**src/rtl/fifo_out_stage.sv**
```systemverilog
// Two-entry register queue that absorbs the RAM read latency and presents
// the FIFO head word.
module fifo_out_stage #(
  parameter int unsigned DATA_WIDTH = 8
) (
  input  logic                  clk,
  input  logic                  rst_n,
  input  logic                  wr,
  input  logic [DATA_WIDTH-1:0] wdata,
  input  logic                  rd,
  output logic [DATA_WIDTH-1:0] rdata,
  output logic [1:0]            count
);

  logic [DATA_WIDTH-1:0] data_q [2];
  logic                  head_q, tail_q;
  logic [1:0]            count_q, count_d;

  always_comb begin
    count_d = count_q + {1'b0, wr} - {1'b0, rd};
  end

  always_ff @(posedge clk or negedge rst_n) begin
    if (!rst_n) begin
      data_q[0] <= '0;
      data_q[1] <= '0;
      head_q    <= 1'b0;
      tail_q    <= 1'b0;
      count_q   <= 2'd0;
    end else begin
      if (wr) begin
        data_q[tail_q] <= wdata;
        tail_q         <= ~tail_q;
      end
      if (rd) begin
        head_q <= ~head_q;
      end
      count_q <= count_d;
    end
  end

  assign rdata = data_q[head_q];
  assign count = count_q;

endmodule

```
**src/rtl/sync_fifo_ctrl.sv**
```systemverilog
// First-word-fall-through FIFO controller around an external simple-dual-port
// RAM with one cycle of registered read latency.
module sync_fifo_ctrl #(
  parameter int unsigned DATA_WIDTH    = 8,
  parameter int unsigned ADDRESS_WIDTH = 10
) (
  input  logic                     clk,
  input  logic                     rst_n,
  input  logic                     in_valid,
  output logic                     in_ready,
  input  logic [DATA_WIDTH-1:0]    in_data,
  output logic                     out_valid,
  input  logic                     out_ready,
  output logic [DATA_WIDTH-1:0]    out_data,
  output logic                     ram_we,
  output logic [ADDRESS_WIDTH-1:0] ram_waddr,
  output logic [DATA_WIDTH-1:0]    ram_wdata,
  output logic [ADDRESS_WIDTH-1:0] ram_raddr,
  input  logic [DATA_WIDTH-1:0]    ram_rdata,
  output logic [ADDRESS_WIDTH+1:0] level
);

  localparam int unsigned Depth = 2 ** ADDRESS_WIDTH;
  localparam int unsigned CntW  = ADDRESS_WIDTH + 1;
  localparam int unsigned LvlW  = ADDRESS_WIDTH + 2;
  localparam logic [CntW-1:0] DepthCnt = CntW'(Depth);

  logic [ADDRESS_WIDTH-1:0] wptr_q, wptr_d, rptr_q, rptr_d;
  logic [CntW-1:0]          mem_count_q, mem_count_d;
  logic                     rd_pending_q, in_ready_q, in_ready_d;
  logic                     push, pop, rd;
  logic [1:0]               oq_count;
  logic [2:0]               oq_after_pop;

  always_comb begin
    push = in_valid & in_ready_q;
    pop  = out_valid & out_ready;
    // Slots the output queue will hold once this cycle's pop is taken,
    // counting a read already in flight.
    oq_after_pop = {1'b0, oq_count} + {2'b0, rd_pending_q} - {2'b0, pop};
    rd           = (mem_count_q != '0) && (oq_after_pop < 3'd2);
    mem_count_d  = mem_count_q + CntW'(push) - CntW'(rd);
    in_ready_d   = mem_count_d < DepthCnt;
    wptr_d       = wptr_q + ADDRESS_WIDTH'(push);
    rptr_d       = rptr_q + ADDRESS_WIDTH'(rd);
  end

  always_ff @(posedge clk or negedge rst_n) begin
    if (!rst_n) begin
      wptr_q       <= '0;
      rptr_q       <= '0;
      mem_count_q  <= '0;
      rd_pending_q <= 1'b0;
      in_ready_q   <= 1'b0;
    end else begin
      wptr_q       <= wptr_d;
      rptr_q       <= rptr_d;
      mem_count_q  <= mem_count_d;
      rd_pending_q <= rd;
      in_ready_q   <= in_ready_d;
    end
  end

  fifo_out_stage #(
    .DATA_WIDTH (DATA_WIDTH)
  ) u_out_stage (
    .clk   (clk),
    .rst_n (rst_n),
    .wr    (rd_pending_q),
    .wdata (ram_rdata),
    .rd    (pop),
    .rdata (out_data),
    .count (oq_count)
  );

  assign in_ready  = in_ready_q;
  assign out_valid = (oq_count != 2'd0);
  assign ram_we    = push;
  assign ram_waddr = wptr_q;
  assign ram_wdata = in_data;
  assign ram_raddr = rptr_q;
  assign level     = LvlW'(mem_count_q) + LvlW'(rd_pending_q) + LvlW'(oq_count);

endmodule

```
**config.mk**
```make
export PLATFORM = sky130hd
export DESIGN_NAME = sync_fifo_ctrl
export DESIGN_NICKNAME = d
export VERILOG_FILES = /design/src/rtl/fifo_out_stage.sv /design/src/rtl/sync_fifo_ctrl.sv
export SDC_FILE = /design/constraint.sdc
export NUM_CORES = 1
export LEC_CHECK = 0
export CORE_ASPECT_RATIO = 1.4
export CORE_UTILIZATION = 54
export CTS_CLUSTER_DIAMETER = 150
export DETAILED_ROUTE_END_ITERATION = 12
export GPL_TIMING_DRIVEN = 0
export PLACE_DENSITY = 0.9
export SLEW_MARGIN = 20
export SYNTH_ARGS = -nofsm -noshare
export SYNTH_HDL_FRONTEND = slang
export SYNTH_SLANG_ARGS = --single-unit
```
**constraint.sdc**
```tcl
create_clock -name clk -period 8.7 [get_ports clk]
set_input_delay 1.74 -clock clk [delete_from_list [all_inputs] [get_ports clk]]
set_output_delay 1.74 -clock clk [all_outputs]
set_load 0.01 [all_outputs]
```
==> impl_metrics.json <==
{
  "h-tree-depth": 2,
  "pwr-share-clk_pct": 8.6,
  "ir_drop_uv": 306,
  "area_growth_pct": 26.5,
  "floorplan.initialDensity_pct": 57.1,
  "p_switching_uw": 646,
  "gpl.final_weighted_congestion": 0.826,
  "holdCritPathClass": "register to register",
  "die_x_um": 64.9,
  "clock-skew-final_ps": 7.81,
  "p_seq_share_pct": 28.8,
  "critical_path.cell_chain": "clkdlybuf4s50_1, and2_1, ha_1, inv_1, ha_1, inv_1, fa_1, xor2_1, a311oi_4, xnor2_1, ha_1, fa_1, a21oi_1, o22ai_1, o41ai_1, xnor2_1",
  "final-hold-violation-count": 0,
  "die_height_um": 90.0,
  "cp_data_arrival_time_ps": 5630,
  "ys_dominant_reg_cell": "dfrtp_1",
  "first_pass_grt_wire_length_um": 9300,
  "syn_area_um2": 2990,
  "number_of_antenna_violations_at_the_first_check_in_global_routing": 0,
  "clock-root-buffer": "clkbuf_8",
  "mostFrequentLayoutCell": "clkdlybuf4s50_1",
  "slowest_delay_ps": 530,
  "synth_seq_cells": 53,
  "post_cts_hold_buffer_count": 0,
  "classification_of_the_worst_setup_path": "primary input to register",
  "timing.max_cap.violations": 0,
  "outcome": "complete, no violations",
  "critPathMaxFanout": 9,
  "number_of_global_route_vias_before_repair": 2116,
  "design.core.area_um2": 5240,
  "most_frequent_cell_on_critical_path": "ha_1",
  "drv_slew": 0,
  "power-per-cell-area_nw_per_um2": 426,
  "fp.dieArea_um2": 5840,
  "share_comb_of_total_power_pct": 62.6,
  "path_delay_family": "adder cells",
  "critical_path.endpoint_type": "register",
  "fp-row-count": 31,
  "drt_pass1_iterations": 4,
  "final_antenna_net_count": 0,
  "critPathBufInv": 3,
  "count_of_buffers_added_by_post_cts_timing_repair_for_setup": 0,
  "clock_insertion_delay_at_the_later_pin_of_the_skew_report_ps": 300,
  "final.fill_count": 385,
  "layout_common_cells": "61 x clkdlybuf4s50_1, 53 x dfrtp_1, 29 x xnor2_1",
  "share_of_total_power_consumed_by_net_switching_pct": 40.2,
  "postSynthAreaPerCell_um2": 12.0,
  "timing.fmax_ghz": 0.185,
  "diodes": 0,
  "cts_tree": "yes",
  "synth_async_sr_flop_share_pct": 100,
  "synth_seq_area_share_pct": 44.4,
  "final_layout_size_suffix_gt1_share_pct": 14.7,
  "critical_path.startpoint_type": "primary input",
  "worst_setup_hold_path_clk_slew_ps": 90,
  "routed-via-count": 2044,
  "syn-instance-count": 250,
  "ios": 71,
  "postLayoutCoreUtil_pct": 72.2,
  "synth.distinct_cells": 38,
  "dpl.hpwl_um": 4260,
  "finalCritPeriodShare_pct": 62.0,
  "routed_via_density": 5.30,
  "place.port_buffers": 62,
  "total_clock_buffers_created_by_cts": 5,
  "largest_net_degree_at_the_start_of_global_routing": 54,
  "wl_per_cell_um": 14.0,
  "final_nets": 371,
  "global_route.overflow_total": 0,
  "syn-num-nets": 302,
  "post-route-min-period_ps": 5390,
  "gr-usage-all-layers_pct": 20.2,
  "synth_enable_flop_cells": 0,
  "unrepaired_setup_endpoints_after_global_routing": "no",
  "cellInternalPower_uw": 962,
  "ys.warnings.count": 0,
  "cts-root-to-sink-buffers": 2,
  "setup_viol": 0,
  "worst_slew_slack_as_a_fraction_of_its_limit_pct": 56.3,
  "setup_total_negative_slack_ps": 0,
  "initialDrtViolationCount": 77,
  "routed_wl_um": 5400,
  "p_leak_nw": 1.69,
  "tightestPinTransition_ps": 656,
  "numClockSinks": 53,
  "drt_drc_violations_left": 0,
  "critPathRequiredTime_ps": 8930,
  "cts-resized-gates": 0,
  "cp_slowest_cell": "a311oi_4"
}
-- path summary, 6_finish.rpt --
path / from / end / slack (ps) / depth (start not counted)
worst max-delay path: out_ready / mem_count_q[8] / 3310 / 16
worst min-delay path: ram_waddr[9] / ram_waddr[9] / 480 / 1
worst max register to register: u_out_stage.count[1] / mem_count_q[8] / 4310 / 16
worst min register to register: ram_waddr[9] / ram_waddr[9] / 480 / 1
max in group asynchronous: rst_n / ram_raddr[9] / 6800 / 1
min in group asynchronous: rst_n / mem_count_q[8] / 1450 / 1
-- Yosys cell counts (2+ instances only) --
cell | number | share of area, %
nor2_1 | 7 | 0.88
xnor2_1 | 29 | 8.5
nand3_1 | 13 | 2.2
nand2_1 | 8 | 1.0
nand4_1 | 3 | 0.63
and2_1 | 5 | 1.0
inv_1 | 20 | 2.5
a21o_1 | 2 | 0.50
mux2_2 | 24 | 9.0
ha_1 | 28 | 12
and3b_1 | 2 | 0.59
dfrtp_1 | 53 | 44
fa_1 | 4 | 2.7
xor2_1 | 11 | 3.2
nand3b_1 | 2 | 0.50
buf_4 | 8 | 2.0
and3_1 | 6 | 1.3
a21oi_1 | 5 | 0.84
-- kinds of logic (layout without fill, tap and decap cells) --
logic type                 Yosys count  after routing  share of synthesized area (%)
AOI/OAI and AO/OA                   16             16                           5.23
muxes                               24             24                           9.04
and+or+nand+nor                     56             56                           10.6
DFF                                 53             53                           44.4
buffers and inverters               29             99                           4.65
adders and majority gates           32             32                           14.4
xor gates and xnor gates            40             40                           11.7
-- power groups by stage --
| stage | combinational (mW) | sequential, mW | clock (mW) |
|---|---|---|---|
| after floorplan | 0.656 | 0.457 | 0 |
| after global placement | 0.984 | 0.464 | 0 |
| after detailed placement | 1.02 | 0.469 | 0 |
| after CTS | 1.02 | 0.465 | 0.144 |
| after global routing | 1.11 | 0.484 | 0.153 |
| final | 1.01 | 0.463 | 0.138 |
-- registers in the layout (all words and copies together), names as in the netlist --
register / cells
u_out_stage.tail_q: 1
u_out_stage.head_q: 1
u_out_stage.count: 2
ram_raddr: 10
in_ready: 1
ram_waddr: 10
u_out_stage.data_q: 16
mem_count_q: 11
rd_pending_q: 1
-- through the flow --
| stage | total power, mW | worst slack, ps | cell area (um2) | instances | hold slack (ps) |
|---|---|---|---|---|---|
| final | 1.61 | 3310 | 3780 | 386 | 483 |
| after global routing | 1.74 | 3030 | 3780 | 386 | 506 |
| after CTS | 1.63 | 3290 | 3780 | 386 | 490 |
| after detailed placement | 1.49 | 2980 | 3690 | 378 | 473 |
| after global placement | 1.45 | 3060 | 3690 | 378 | 463 |
| after floorplan | 1.11 | 3800 | 2990 | 250 | 474 |
-- routing by layer --
layer / routed length (um) / track usage (%)
met1: 2180 / 24.0
met2: 2950 / 36.3
met3: 178 / 3.17
met4: 85 / 5.93
met5: 0 / 0
-- layout make-up --
cell class              count  area [um2]  share of cell area [%]
plain buffers               9        63.8                    1.69
clock buffers               5        68.8                    1.82
clock inverters             3        21.3                   0.563
inverters                  20        75.1                    1.99
multi-input cells         168        1520                    40.3
flip-flops and latches     53        1330                    35.1
well taps                  66        82.6                    2.18
repair buffers             62         618                    16.4
Power figures use the tool's default switching activity.
